File: src/rtl/cut_eval_sched.sv
// Shared cut-function evaluator: round-robin arbiter feeding one registered f(a,b,c,d) = b & ~(a^c^d) slot.
// Latency: 1 cycle from grant (req_ready high) to rsp_valid; 1 result/cycle sustained with rsp_ready high.
// Backpressure: while the result slot is full and rsp_ready is low, no grant is issued and outputs hold.
//
// Ports:
//   clk, rst_n           clock, asynchronous active-low reset
//   req_valid[NREQ]      per-requester request valid
//   req_vec[4*NREQ]      requester i nibble at [4i +: 4] = {d,c,b,a}
//   req_ready[NREQ]      one-hot grant, combinational from req_valid, slot state and rsp_ready
//   rsp_valid/id/data    registered result slot, handshake with rsp_ready
//   clr_cnt              synchronous clear of both activity counters (wins over increment)
//   eval_cnt, toggle_cnt saturating counts of loads and of loads that changed rsp_data
module cut_eval_sched #(
  parameter int NREQ  = 4,
  parameter int CNT_W = 16,
  localparam int IDW  = $clog2(NREQ)
) (
  input  logic                clk,
  input  logic                rst_n,
  input  logic [NREQ-1:0]     req_valid,
  input  logic [4*NREQ-1:0]   req_vec,
  output logic [NREQ-1:0]     req_ready,
  output logic                rsp_valid,
  output logic [IDW-1:0]      rsp_id,
  output logic                rsp_data,
  input  logic                rsp_ready,
  input  logic                clr_cnt,
  output logic [CNT_W-1:0]    eval_cnt,
  output logic [CNT_W-1:0]    toggle_cnt
);

  typedef enum logic {EMPTY = 1'b0, FULL = 1'b1} state_t;

  // One requester's input nibble, LSB is 'a'.
  typedef struct packed {
    logic d;
    logic c;
    logic b;
    logic a;
  } cut_in_t;

  state_t         state;
  logic [IDW-1:0] last;
  logic [IDW-1:0] winner;
  logic           found;
  logic           load_ok;
  logic           load;
  cut_in_t        sel_vec;
  logic           f_new;

  // Rotating-priority scan: candidates last+1, last+2, ... wrapping at NREQ.
  // The first valid one wins; later hits are ignored by the found flag.
  always_comb begin : arb_scan
    logic [IDW-1:0] cand;
    found  = 1'b0;
    winner = '0;
    cand   = '0;
    for (int k = 1; k <= NREQ; k++) begin
      cand = IDW'((int'(last) + k) % NREQ);
      if (!found && req_valid[cand]) begin
        found  = 1'b1;
        winner = cand;
      end
    end
  end

  // The slot can take a new result when empty, or when the current one
  // is being consumed this same cycle (no bubble under full throughput).
  assign load_ok = (state == EMPTY) || (rsp_ready && (state == FULL));
  assign load    = found && load_ok;

  always_comb begin
    req_ready = '0;
    if (load) begin
      req_ready[winner] = 1'b1;
    end
  end

  assign sel_vec = cut_in_t'(req_vec[{winner, 2'b00} +: 4]);
  assign f_new   = sel_vec.b & ~(sel_vec.a ^ sel_vec.c ^ sel_vec.d);

  // Result slot FSM; rsp_id/rsp_data only change on a load, so a drain
  // leaves the last result visible (but not valid).
  always_ff @(posedge clk or negedge rst_n) begin
    if (!rst_n) begin
      state    <= EMPTY;
      rsp_id   <= '0;
      rsp_data <= 1'b0;
      last     <= IDW'(NREQ - 1);
    end else begin
      case (state)
        EMPTY: begin
          if (load) begin
            state    <= FULL;
            rsp_id   <= winner;
            rsp_data <= f_new;
            last     <= winner;
          end
        end
        FULL: begin
          if (load) begin
            rsp_id   <= winner;
            rsp_data <= f_new;
            last     <= winner;
          end else if (rsp_ready) begin
            state <= EMPTY;
          end
        end
        default: state <= EMPTY;
      endcase
    end
  end

  assign rsp_valid = (state == FULL);

  // Activity counters. The previously loaded result is exactly rsp_data:
  // both reset to 0 and both are rewritten on every load (including a
  // load that coincides with clr_cnt), so no separate copy is kept.
  always_ff @(posedge clk or negedge rst_n) begin
    if (!rst_n) begin
      eval_cnt   <= '0;
      toggle_cnt <= '0;
    end else if (clr_cnt) begin
      eval_cnt   <= '0;
      toggle_cnt <= '0;
    end else if (load) begin
      if (eval_cnt != '1) begin
        eval_cnt <= eval_cnt + 1'b1;
      end
      if ((f_new != rsp_data) && (toggle_cnt != '1)) begin
        toggle_cnt <= toggle_cnt + 1'b1;
      end
    end
  end

endmodule

File: config.mk
export PLATFORM = sky130hd
export DESIGN_NAME = cut_eval_sched
export DESIGN_NICKNAME = d
export VERILOG_FILES = /design/src/rtl/cut_eval_sched.sv
export SDC_FILE = /design/constraint.sdc
export NUM_CORES = 1
export LEC_CHECK = 0
export ABC_AREA = 1
export BUFFER_PORTS_ARGS = -buffer_cell sky130_fd_sc_hd__buf_2
export CAP_MARGIN = 15
export CORE_MARGIN = 1
export CORE_UTILIZATION = 32
export CTS_CLUSTER_SIZE = 14
export DETAILED_ROUTE_END_ITERATION = 10
export GPL_TIMING_DRIVEN = 0
export SLEW_MARGIN = 0
export SYNTH_ARGS = -nofsm -noshare
export SYNTH_HDL_FRONTEND = slang
export SYNTH_SLANG_ARGS = --single-unit
File: constraint.sdc
create_clock -name clk -period 2.8 [get_ports clk]
set_input_delay 0.42 -clock clk [delete_from_list [all_inputs] [get_ports clk]]
set_output_delay 0.42 -clock clk [all_outputs]
set_load 0.01 [all_outputs]
==> results.json <==
{
  "outcome": "completed",
  "dieWidth_um": 95.4,
  "ys_seq_area_share_pct": 34.1,
  "antenna_found_initial": 0,
  "final_antenna_net_count": 0,
  "grt_pass1_vias": 2389,
  "drt_pass1_iterations": 5,
  "hold_ws_ns": 0.233,
  "dr_total_vias": 2686,
  "dp_worst_setup_slack_ns": 0.459,
  "mostFrequentLayoutCells": "nand2_1 (80), buf_2 (67), inv_1 (41)",
  "end_kind": "output pin",
  "fin_area_um2": 3330,
  "avgSynthCellArea_um2": 7.61,
  "post_drt_via_cell_ratio": 4.95,
  "crit_fanout": 8,
  "clkSinkCount": 38,
  "post_synth_num_cell_types": 31,
  "dp_hpwl_um": 5150,
  "vdd.ir_drop.worst_uv": 529,
  "grt_start_max_net_pins": 39,
  "floorplan.initialDensity_pct": 33.5,
  "globalRouteTotalUtil_pct": 15.6,
  "clk_pin_slew_ns": 0.07,
  "ctsHtreeMaxLevel": 2,
  "tns_ns": 0,
  "remaining_drc_errors": 0,
  "wire_length_of_the_first_global_routing_pass_um": 11400,
  "fin_cells": 543,
  "share_of_the_cycle_needed_by_the_critical_path_after_routing_pct": 91.1,
  "setup_viol_count_final": 0,
  "port-buffer-count": 62,
  "power.net_switching_mw": 1.31,
  "critPathLaunchType": "register",
  "die_outline_area_um2": 9110,
  "ys_async_sr_fraction_pct": 100,
  "die_span_y_um": 95.4,
  "timing.setup.critical_path_class": "register to output pin",
  "first_iter_violations": 144,
  "synth.yosys.warnings": 0,
  "cap_violations": 0,
  "synth_enable_flop_cells": 0,
  "power.share.clock_pct": 13.8,
  "finalCriticalPeriod_ns": 2.55,
  "worstPathRequired_ns": 2.38,
  "postPlaceCellArea_um2": 3240,
  "worst_ep_arrival_time_ns": 2.13,
  "hold_violations": 0,
  "power.sequential.fraction_pct": 25.8,
  "layout_commonest_cell": "nand2_1",
  "synth.ff_latch_count": 38,
  "comb_power_share_pct": 60.4,
  "holdCritPathClass": "input pin to asynchronous set/reset pin",
  "place_congestion": 0.840,
  "mapped_cells": 367,
  "drt_wl_total_um": 6660,
  "std_cell_rows": 33,
  "timing.slew.headroom_pct": 44.0,
  "tritoncts.num_buffers": 5,
  "grt_setup_unrepaired": "no",
  "num-nets-final": 463,
  "internal_power_mw": 1.35,
  "main_flop_type_after_synthesis": "dfrtp_1",
  "swShare_pct": 49.1,
  "finClkSkew_ns": 0.00836,
  "power.leakage_nw": 1.74,
  "pwr_density_cell_nw_per_um2": 798,
  "final_critical_path_setup_slack_ns": 0.251,
  "placedCellCount": 534,
  "num_io_pins": 64,
  "fin_max_slew_vios": 0,
  "clock_insertion_delay_worst_skew_ns": 0.29,
  "cts_root_buf": "clkbuf_8",
  "drive_above_1_share_pct": 27.9,
  "worst-slew-pin-transition_ns": 0.840,
  "ctsLongestPathBuffers": 2,
  "n_antenna_cell": 0,
  "max_freq_mhz": 392,
  "grt-ovfl-total": 0,
  "tritoncts": "yes",
  "synthToLayoutAreaGrowth_pct": 19.2,
  "syn-num-nets": 393,
  "wl_per_cell_um": 12.3,
  "core-area_um2": 8340,
  "synth_area_um2": 2790
}
==> registers in the layout, indices dropped and copies added, names as in the netlist <==
| name | count |
|---|---|
| eval_cnt | 16 |
| last | 2 |
| rsp_data | 1 |
| rsp_id | 2 |
| rsp_valid | 1 |
| toggle_cnt | 16 |
==> cell usage after synthesis, types with 10 or more instances <==
cell type | count | area [um^2]
nand3_1 | 35 | 175
inv_1 | 41 | 154
nor2_1 | 22 | 82.6
a21oi_1 | 10 | 50.1
dfrtp_1 | 36 | 901
xor2_1 | 22 | 193
nand2_2 | 12 | 75.1
nand4_1 | 26 | 163
nand3_2 | 14 | 140
o21ai_0 | 10 | 50.1
nand2_1 | 80 | 300
nor3_1 | 12 | 60.1
==> per-stage QoR <==
step                power (mW)  util, %
CTS                       2.67     39.8
finish                    2.66     39.9
global placement          2.28     38.8
global route              2.88     39.9
detailed placement        2.30     38.8
floorplan                 1.92        -
==> per-layer routing <==
metal	routed length [um]	global-route usage, %	share of wire [%]	vias to the layer above
met3	360	3.19	5.4	8
met2	3070	25.5	46	75
met1	3170	21.3	48	1234
met4	66	2.99	0.99	0
met5	0	0	0	-
li1	-	-	-	1369
==> cell type report <==
type                       instances  area [um^2]
clock inverter                     2         10.0
sequential                        38          953
fill                             870         5010
buffer                            12         78.8
multi-input combinational        271         1590
inverter                          46          180
timing repair buffer              63          318
clock buffer                       6         72.6
tap                              105          131
==> final timing paths <==
check / start / to / slack, ns / depth (start not counted)
setup reg to reg: last[0]$_DFFE_PN1P_ / toggle_cnt[11]$_DFFE_PN0P_ / 0.44 / 13
min in group clk: rsp_ready / rsp_valid$_DFF_PN0_ / 0.36 / 2
max in group asynchronous: rst_n / eval_cnt[12]$_DFFE_PN0P_ / 2.04 / 1
setup / recovery: last[0]$_DFFE_PN1P_ / req_ready[3] / 0.25 / 13
hold reg to reg: rsp_id[1]$_DFFE_PN0P_ / rsp_id[1]$_DFFE_PN0P_ / 0.50 / 2
hold / removal: rst_n / toggle_cnt[2]$_DFFE_PN0P_ / 0.23 / 1
==> kinds of logic after synthesis <==
kind of cell             count (synthesis)  synth area share, %
buffers and inverters                   58                 9.27
AO/OA/AOI/OAI                           35                 8.82
flip-flops                              38                 34.1
XOR/XNOR                                23                 7.21
adder cells (fa/ha/maj)                  2                0.896
AND/OR/NAND/NOR                        211                 39.7
==> what timing repair did <==
| action | CTS | global route |
|---|---|---|
| buffers inserted | 0 | 1 |
| endpoints found under the setup margin | 0 | 1 |
| hold buffers | 0 | 0 |
| resized for setup | 0 | 1 |
==> worst max-delay path: stages, from the launching register on <==
cell	delay, ns
dfstp_2	0.53
buf_6	0.14
inv_8	0.05
nand2_2	0.07
nand2_1	0.07
nand2_2	0.07
nand2_2	0.08
nor2_8	0.14
nand3_4	0.12
o21ai_4	0.12
inv_2	0.11
nand2_1	0.14
nor2_1	0.06
buf_2	0.13
==> power groups by stage <==
stage | clock network [mW] | logic [mW] | registers [mW]
final | 0.368 | 1.60 | 0.686
after global routing | 0.408 | 1.78 | 0.696
after CTS | 0.382 | 1.60 | 0.686
after detailed placement | 0 | 1.60 | 0.696
after global placement | 0 | 1.59 | 0.694
after floorplan | 0 | 1.21 | 0.708
No activity file was read; power rests on OpenSTA's default activity.
